[config.mk]
export PLATFORM = sky130hd
export DESIGN_NAME = uart_tx_fifo_mmio
export DESIGN_NICKNAME = d
export VERILOG_FILES = /design/src/rtl/uart_tx_fifo_mmio_pkg.sv /design/src/rtl/uart_tx_fifo_mmio_sync_fifo.sv /design/src/rtl/uart_tx_fifo_mmio.sv
export SDC_FILE = /design/constraint.sdc
export NUM_CORES = 1
export LEC_CHECK = 0
export CORE_ASPECT_RATIO = 1.5
export CORE_MARGIN = 10
export CORE_UTILIZATION = 58
export CTS_CLUSTER_SIZE = 14
export DETAILED_ROUTE_END_ITERATION = 8
export PLACE_DENSITY = 0.83
export SYNTH_ARGS = -nofsm -noshare
export SYNTH_HDL_FRONTEND = slang
export SYNTH_SLANG_ARGS = --single-unit
[constraint.sdc]
create_clock -name clk -period 5.3 [get_ports clk]
set_clock_uncertainty 0.1 [all_clocks]
set_input_delay 1.06 -clock clk [delete_from_list [all_inputs] [get_ports clk]]
set_output_delay 1.06 -clock clk [all_outputs]
set_load 0.005 [all_outputs]
[src/rtl/uart_tx_fifo_mmio_pkg.sv]
// Shared UART TX register map: register offsets and STATUS/CTRL bit positions.
// Used by the MMIO front end, software headers and the bench.
// Also holds the helper that packs the STATUS read word.
package uart_tx_fifo_mmio_pkg;

    // Register select, taken from bus_addr[3:2]
    typedef enum logic [1:0] {
        UART_TXDATA = 2'd0,
        UART_STATUS = 2'd1,
        UART_CTRL   = 2'd2,
        UART_RSVD   = 2'd3
    } uart_reg_e;

    // STATUS bit positions
    localparam int STAT_FULL_BIT  = 0;
    localparam int STAT_EMPTY_BIT = 1;
    localparam int STAT_OVF_BIT   = 2;
    localparam int STAT_LVL_LSB   = 8;

    // CTRL bit positions
    localparam int CTRL_EN_BIT    = 0;
    localparam int CTRL_FLUSH_BIT = 1;

    // STATUS word: {16'b0, level[15:8], 5'b0, overflow, empty, full}
    function automatic logic [31:0] status_word(input logic [7:0] lvl,
                                                input logic       ovf,
                                                input logic       emp,
                                                input logic       ful);
        logic [31:0] w;
        w = '0;
        w[STAT_LVL_LSB +: 8] = lvl;
        w[STAT_OVF_BIT]      = ovf;
        w[STAT_EMPTY_BIT]    = emp;
        w[STAT_FULL_BIT]     = ful;
        return w;
    endfunction

endpackage

[src/rtl/uart_tx_fifo_mmio_sync_fifo.sv]
// Generic synchronous FIFO with push/pop/flush and full/empty/count status.
// Latency: a pushed entry is visible at head the cycle after the push; no bypass.
// Backpressure: push while full and pop while empty are ignored; flush wins over both.
// Ports: clk, rst (async high); push/push_data, pop, flush in; full, empty, count, head out.
module uart_tx_fifo_mmio_sync_fifo #(
    parameter int DEPTH = 16,
    parameter int WIDTH = 8,
    localparam int PTR_W = $clog2(DEPTH),
    localparam int CNT_W = PTR_W + 1
) (
    input  logic             clk,
    input  logic             rst,
    input  logic             push,
    input  logic [WIDTH-1:0] push_data,
    input  logic             pop,
    input  logic             flush,
    output logic             full,
    output logic             empty,
    output logic [CNT_W-1:0] count,
    output logic [WIDTH-1:0] head
);

    logic [WIDTH-1:0] mem [DEPTH];
    logic [PTR_W-1:0] rd_ptr;
    logic [PTR_W-1:0] wr_ptr;
    logic             push_ok;
    logic             pop_ok;

    assign full    = (count == CNT_W'(DEPTH));
    assign empty   = (count == '0);
    // Guards are on pre-cycle count, so a push while full is dropped even
    // if a pop frees a slot in the same cycle.
    assign push_ok = push && !full && !flush;
    assign pop_ok  = pop && !empty && !flush;
    assign head    = mem[rd_ptr];

    // Storage carries no reset; contents are meaningless while count is 0.
    always_ff @(posedge clk) begin
        if (push_ok) begin
            mem[wr_ptr] <= push_data;
        end
    end

    always_ff @(posedge clk or posedge rst) begin
        if (rst) begin
            rd_ptr <= '0;
            wr_ptr <= '0;
            count  <= '0;
        end else if (flush) begin
            rd_ptr <= '0;
            wr_ptr <= '0;
            count  <= '0;
        end else begin
            // Pointers are exactly log2(DEPTH) wide so they wrap on their own
            if (push_ok) begin
                wr_ptr <= wr_ptr + PTR_W'(1);
            end
            if (pop_ok) begin
                rd_ptr <= rd_ptr + PTR_W'(1);
            end
            case ({push_ok, pop_ok})
                2'b10:   count <= count + CNT_W'(1);
                2'b01:   count <= count - CNT_W'(1);
                default: count <= count;
            endcase
        end
    end

endmodule

[src/rtl/uart_tx_fifo_mmio.sv]
// MMIO UART transmit front end: CPU byte stores into a FIFO drained over tx_valid/tx_ready.
// Latency: loads return one cycle after bus_re; a stored byte reaches tx_valid the next cycle.
// Backpressure: tx_ready low holds bytes queued; TXDATA stores while full are dropped and flag overflow.
// Ports: clk, rst (async high); bus_we/bus_re/bus_addr/bus_wdata in, bus_rdata out (registered);
//        tx_valid/tx_data out, tx_ready in.
module uart_tx_fifo_mmio
    import uart_tx_fifo_mmio_pkg::*;
#(
    parameter int DEPTH = 16
) (
    input  logic        clk,
    input  logic        rst,
    input  logic        bus_we,
    input  logic        bus_re,
    input  logic [3:0]  bus_addr,
    input  logic [31:0] bus_wdata,
    output logic [31:0] bus_rdata,
    output logic        tx_valid,
    input  logic        tx_ready,
    output logic [7:0]  tx_data
);

    localparam int CNT_W = $clog2(DEPTH) + 1;

    uart_reg_e        reg_sel;
    logic             wr_txdata;
    logic             wr_status;
    logic             wr_ctrl;
    logic             flush;
    logic             pop;
    logic             full;
    logic             empty;
    logic [CNT_W-1:0] level;
    logic             enable;
    logic             overflow;
    logic [31:0]      rd_mux;
    logic             unused_bits;

    assign reg_sel   = uart_reg_e'(bus_addr[3:2]);
    assign wr_txdata = bus_we && (reg_sel == UART_TXDATA);
    assign wr_status = bus_we && (reg_sel == UART_STATUS);
    assign wr_ctrl   = bus_we && (reg_sel == UART_CTRL);
    assign flush     = wr_ctrl && bus_wdata[CTRL_FLUSH_BIT];

    // Byte offset within the word and upper store data are not decoded
    assign unused_bits = ^{bus_addr[1:0], bus_wdata[31:8]};

    // Empty is driven from the asynchronously reset count, so tx_valid
    // drops the moment rst rises.
    assign tx_valid = !empty && enable;
    assign pop      = tx_valid && tx_ready;

    uart_tx_fifo_mmio_sync_fifo #(
        .DEPTH (DEPTH),
        .WIDTH (8)
    ) u_fifo (
        .clk       (clk),
        .rst       (rst),
        .push      (wr_txdata),
        .push_data (bus_wdata[7:0]),
        .pop       (pop),
        .flush     (flush),
        .full      (full),
        .empty     (empty),
        .count     (level),
        .head      (tx_data)
    );

    // Enable and sticky overflow. A single bus cycle addresses one register,
    // so the set and clear sources for overflow can never coincide.
    always_ff @(posedge clk or posedge rst) begin
        if (rst) begin
            enable   <= 1'b1;
            overflow <= 1'b0;
        end else begin
            if (wr_ctrl) begin
                enable <= bus_wdata[CTRL_EN_BIT];
            end
            if (wr_txdata && full) begin
                overflow <= 1'b1;
            end else if (wr_status && bus_wdata[STAT_OVF_BIT]) begin
                overflow <= 1'b0;
            end
        end
    end

    // Read mux sees pre-update state, so a same-cycle store is not reflected
    always_comb begin
        rd_mux = '0;
        case (reg_sel)
            UART_STATUS: rd_mux = status_word(8'(level), overflow, empty, full);
            UART_CTRL:   rd_mux[CTRL_EN_BIT] = enable;
            default:     rd_mux = '0;
        endcase
    end

    always_ff @(posedge clk or posedge rst) begin
        if (rst) begin
            bus_rdata <= '0;
        end else if (bus_re) begin
            bus_rdata <= rd_mux;
        end
    end

endmodule

Word level (Yosys, flattened, before mapping)
Memory sizes are Yosys's and may differ from the RTL's.
Cells that the tools add are included.

storage, ports and cells
  register bits after elaboration = 47
  memory bits (writable) = 128
  input bits = 41
  output and inout port bits = 41
  logic and storage cells = 49
  memories = 1

cells by class
  add/subtract/negate cells = 4
  equality and inequality tests = 5
  multiplexer cells = 12
  reductions and logical operators = 21

memory list
  memory      words  bits a word  read ports  clocked after memory_dff  wr ports  RTL line                           source
  u_fifo.mem  16     8            1           0                         1         uart_tx_fifo_mmio_sync_fifo.sv:23  logic [WIDTH-1:0] mem [DEPTH];

operators by type and width
  kind                 number
  $mux 4               4
  $logic_and 1x1->1    12
  $mux 12              1
  $pmux 5 s2           1
  $add 4x1->4 const B  2
  $reduce_bool 2->1    3
  $add 5x1->5 const B  1
  $eq 5x5->1 const B   1
  $logic_not 5->1      1
  $mux 5               1
  $sub 5x1->5 const B  1
  $eq 2x1->1 const B   2
  $eq 2x2->1 const B   2
  $mux 1               4
  $logic_not 1->1      3
  $reduce_bool 3->1    1
  $logic_not 2->1      1
  $pmux 1 s2           1

Longest topological paths before layout
  depth after elaboration = 9
  mapped depth = 12
  mapped depth without buffers = 11

Cells and area by module
From an unflattened synthesis, not the netlist that was laid out.

second synthesis, totals
  cell total of the unflattened synthesis = 421
  area, all modules = 6502.5 um2

by module, submodules not included
  module                       times used  cells an instance  area an instance (um2)  seq. area each (um2)
  uart_tx_fifo_mmio_sync_fifo  1           357                5854.4                  4169.0
  uart_tx_fifo_mmio            1           64                 648.1                   251.5

Worst setup path after synthesis
No wires, ideal clock.

  kind = input-to-reg
  start point = input bus_addr[2]
  end point = register u_fifo.count[4]
  setup time = 0.082 ns
  arrival time = 3.056 ns
  required time = 5.118 ns
  slack = 2.062 ns
  stages = 11
  buffers on the path = 1
  path through = inv_1 -> ha_1 -> nand2_1 -> clkbuf_1 -> nor2_1 -> or3_1 -> fa_1 -> nand2b_1 -> o2bb2ai_1 -> a21o_1 -> a31oi_1

on the way
  word-level cells in the longest chain between the ends = 8
  elaborated cells between the ends (all ways) = 14
  those cells by class = eq/ne (3); mux (2); reduce/logical (9)

ends and longest elaborated chain
  element                                      RTL line                                                              source
  start, declared                              uart_tx_fifo_mmio.sv:15                                               input logic [3:0] bus_addr,
  $eq 2x2->1                                   uart_tx_fifo_mmio.sv:42                                               assign wr_ctrl = bus_we && (reg_sel == UART_CTRL);
  $logic_and 1x1->1                            uart_tx_fifo_mmio.sv:42
  $logic_and 1x1->1                            uart_tx_fifo_mmio.sv:43                                               assign flush = wr_ctrl && bus_wdata[CTRL_FLUSH_BIT];
  $logic_not 1->1                              uart_tx_fifo_mmio_sync_fifo.sv:33, uart_tx_fifo_mmio_sync_fifo.sv:34
  $logic_and 1x1->1, on equally long branches  uart_tx_fifo_mmio_sync_fifo.sv:34, uart_tx_fifo_mmio_sync_fifo.sv:33
  $eq 2x1->1 or $eq 2x2->1 (tied branches)     uart_tx_fifo_mmio_sync_fifo.sv:61                                     case ({push_ok, pop_ok})
  $pmux 5 s2                                   uart_tx_fifo_mmio_sync_fifo.sv:61
  $mux 5                                       uart_tx_fifo_mmio_sync_fifo.sv:49                                     end else if (flush) begin
  end signal, assigned                         uart_tx_fifo_mmio_sync_fifo.sv:62                                     2'b10: count <= count + CNT_W'(1);
  end signal, assigned                         uart_tx_fifo_mmio_sync_fifo.sv:63                                     2'b01: count <= count - CNT_W'(1);
  end signal, assigned                         uart_tx_fifo_mmio_sync_fifo.sv:64                                     default: count <= count;
  end, declared                                uart_tx_fifo_mmio_sync_fifo.sv:19                                     output logic [CNT_W-1:0] count,

Parallel ways exist; a longest one is shown, timed or not.
A chain may end at the register's enable or synchronous reset.

Worst setup path after layout
  start point = register u_fifo.rd_ptr[1]
  end point = output tx_data[3]

on the way
  word-level cells in the longest chain between the ends = 1

ends and longest elaborated chain
  element                 RTL line                           source
  start, declared         uart_tx_fifo_mmio_sync_fifo.sv:24  logic [PTR_W-1:0] rd_ptr;
  start signal, assigned  uart_tx_fifo_mmio_sync_fifo.sv:59  rd_ptr <= rd_ptr + PTR_W'(1);
  $mem_v2 16x8            n/a
  end, declared           uart_tx_fifo_mmio.sv:20            output logic [7:0] tx_data

No other way between the ends.

==> results.md <==
- Crit Path Class: register to primary output
- First-pass GRT wire length: 21730 um
- Largest cells by area after synthesis: edfxtp_1 58%, dfrtp_1 8.4%, mux2i_1 5.8%, mux4_2 5.5%, buf_4 2.7%
- Vias after detailed routing: 3784
- RSZ-0062 raised after global routing: false
- DRT antenna net count: 0
- Final setup fails: 0
- Crit path cell chain: buf_4 > and2_1 > a221oi_1 > a22oi_1 > nand2_1 > clkdlybuf4s50_1
- WHS Path Cells: 2
- CP Depth: 6
- Multi-input combinational cell area: 0.001908 sq mm
- WHS: 0.3910 ns
- Worst slack at placement: 1.281 ns
- Avg WL per Cell: 22.50 um
- Fill cells: 746
- Buffer and inverter count on the worst path: 2
- FF-to-FF path depth: 8
- Seq/Total Area, Yosys: between 60% and 70%
- Core Box Area: between 0.01 and 0.015 sq mm
- Simple-gate share of the synthesized area: 6.423%
- Total Routing Usage GR: a little under a fifth
- Synth-to-Final Area Change: 14.25%
- Top-level port count: between 80 and 90
- Vias in the first global route: 3947
- Netlist Area Pre-Place: 0.006584 sq mm
- Slew at the pin with the worst max-slew slack: around 0.90 ns
- Final period utilization: 80.41%
- # hold bufs at CTS: 0
- DR iter-0 viols: 247
- Relative slew slack: 39.64%
- Design Area, Final: around 0.0075 sq mm
- Post-placement cell count: between 500 and 600
- Pwr dens: 498.1 mW/mm^2
- HPWL after DPL: 9142 um
- Hold_sp: overflow$_DFFE_PP0P_
- Die height: 150.5 um
- Syn Area/Cell: approximately 15 sq um
- Total negative slack: 0 ns
- Hold Fails Final Rpt: 0
- FP Rows: 47
- Post-synth top flop: edfxtp_1
- Number of clock sinks: 151
- RD Place Congestion: roughly 0.83
- Number of flops mapped to enable cells by yosys: 128
- Syn Inst Count: about 430
- Fin. max-slew vios: 0
- Worst setup SP type: register
- CTS tree: yes
- Maximum clock frequency: 234.7 MHz
- Final Power: 3.747 mW
- Outcome: finished clean
- Asr flop ratio synth: 15.23%
- Die X: approximately 110 um
- Compound-Gate Fraction of Synth Area: 6.575%
- Slowest cell delay on critical path: 0.71 ns
- Fin crit period: 4.262 ns
- CTS root buf: clkbuf_16
- Synth Warn #: 0
- Number of library cell types mapped by synthesis: 50
- Skew-Pair Late Insertion Delay: about 0.41 ns
- Port Buffers: 31
- Post-layout util: 68.04%
- CTS HTree Levels: 4
- DP Area: roughly 0.007 sq mm
- Worst path arrival time: 3.10 ns
- Type of the most critical hold path: register to register
- Yosys top cell area share: about three fifths
- Largest family of logic cells by synthesized area: multiplexers
- Nets: 514
- Initial antenna violation count: 0
- Via density: 6.103
- Largest net degree at the start of global routing: 42
- Grt ovf: 0
- Synth Area in XOR/XNOR: 0.7982%
- Reg area: approximately 0.0044 sq mm
- Synth area leader: edfxtp_1
- Resize count post-CTS: 0
- Finished Layout Cells: between 600 and 700
- Clk slew on worst S/H paths: 0.06 ns
- Die ar.: between 0.015 and 0.02 sq mm
- Yosys reg bits: between 150 and 200
- DRC: 0
- Crit-path slowest cell: and2_1
- Final WS setup: approximately 1.0 ns
- Worst flop-to-flop path startpoint: u_fifo.count[0]$_DFFE_PP0P_
- Required time worst endpoint: approximately 4.1 ns
- Share of layout cells above drive strength 1: 12.05%
- Post-CTS Setup Repair Bufs: 0
- DR pass1 iterations: 5
- Post-Synth Adder-Cell Area: 2.395%
- Setup crit start: u_fifo.rd_ptr[1]$_DFFE_PP0P_
- ANT cells: 0
- Post-synthesis mux area share: 11.42%
- Max clock buf depth: 2
- Crit-path max FO: 17
- Final wirelength: 13950 um
- Leakage: 2.718 nW
- Max_cap viols: 0
- Worst VDD drop: 317.6 uV
- Total CTS buffers: 17
- Initial core utilization: 59.55%
- CP Capture Type: primary output
- Crit path max-delay family: simple AND/OR/NAND/NOR gates
sequential cells by signal, indices dropped and copies added, names as in the netlist:
name and flops:
u_fifo.wr_ptr 4, bus_rdata 8, u_fifo.mem 128, overflow 1, u_fifo.rd_ptr 4, enable 1
u_fifo.count 5
final cells by class:
type | instances | area share (%)
clock buffers | 18 | 5.705
clock inverters | 13 | 2.063
inverters | 21 | 1.048
multi-input cells | 236 | 25.37
flip-flops and latches | 151 | 58.78
well taps | 147 | 2.445
repair buffers | 34 | 4.591
synthesized netlist by cell type (2+ instances only):
master / n
inv_1: 20
dfrtp_1: 22
xor2_1: 2
a211oi_1: 2
a21o_2: 2
nand2b_1: 3
nor2_1: 14
mux4_2: 16
nand2_1: 22
buf_4: 24
clkbuf_1: 10
nor4b_1: 2
nor3_1: 2
buf_2: 9
a221oi_1: 16
nand3_1: 13
edfxtp_1: 128
a22oi_1: 8
o21ai_0: 17
ha_1: 11
a21oi_1: 2
o211ai_1: 2
and2_1: 14
xnor2_1: 4
mux2i_1: 38
final timing paths:
kind / to / slack (ns)
max in group asynchronous: u_fifo.rd_ptr[0]$_DFFE_PP0P_ / 3.45
min: overflow$_DFFE_PP0P_ / 0.39
max reg2reg: u_fifo.count[4]$_DFFE_PP0P_ / 2.43
min reg2reg: overflow$_DFFE_PP0P_ / 0.39
min in group asynchronous: overflow$_DFFE_PP0P_ / 1.04
max: tx_data[3] / 1.04
cell families after synthesis:
logic type      Yosys count
flops                   151
simple gates             80
buf+inv                  64
compound gates           59
mux                      55
fa+ha+maj                12
xor+xnor                  6
other cells               1
layout by cell type (no fill, tap or decap), drive strengths merged, types with 3 or more instances in the layout:
cell	instances
a21o	3
ha	11
xnor2	4
nand2b	3
and2	14
bufinv	3
dfrtp	22
nand2	22
clkinv	9
clkdlybuf4s50	31
mux2i	38
nand3	13
o21ai	18
buf	3
clkbuf	18
inv	21
a22oi	8
edfxtp	128
a221oi	17
conb	24
mux4	16
nor2	14
report_power, final:
| part | switching, mW | total, mW | internal [mW] |
|---|---|---|---|
| logic | 0.537 | 1.06 | 0.522 |
| clock network | 0.446 | 1.18 | 0.734 |
| registers | 0.140 | 1.51 | 1.37 |
per-layer routing:
| layer | GRT usage [%] | vias up | wire length (um) |
|---|---|---|---|
| li1 | - | 1662 | - |
| met1 | 19.24 | 1887 | 5009 |
| met2 | 30.76 | 193 | 7361 |
| met3 | 6.547 | 42 | 1069 |
| met4 | 8.899 | 0 | 507 |
| met5 | 0 | - | 0 |
worst reg2reg max path, cell delays in order (launching register included):
cell	delay [ns]
dfrtp_1	0.47
nor4_4	0.57
nor2_1	0.12
or3_1	0.38
inv_1	0.12
ha_1	0.28
o2bb2ai_1	0.34
o211ai_1	0.19
a31oi_1	0.21
Note: power is estimated with default switching activity, not from simulation.
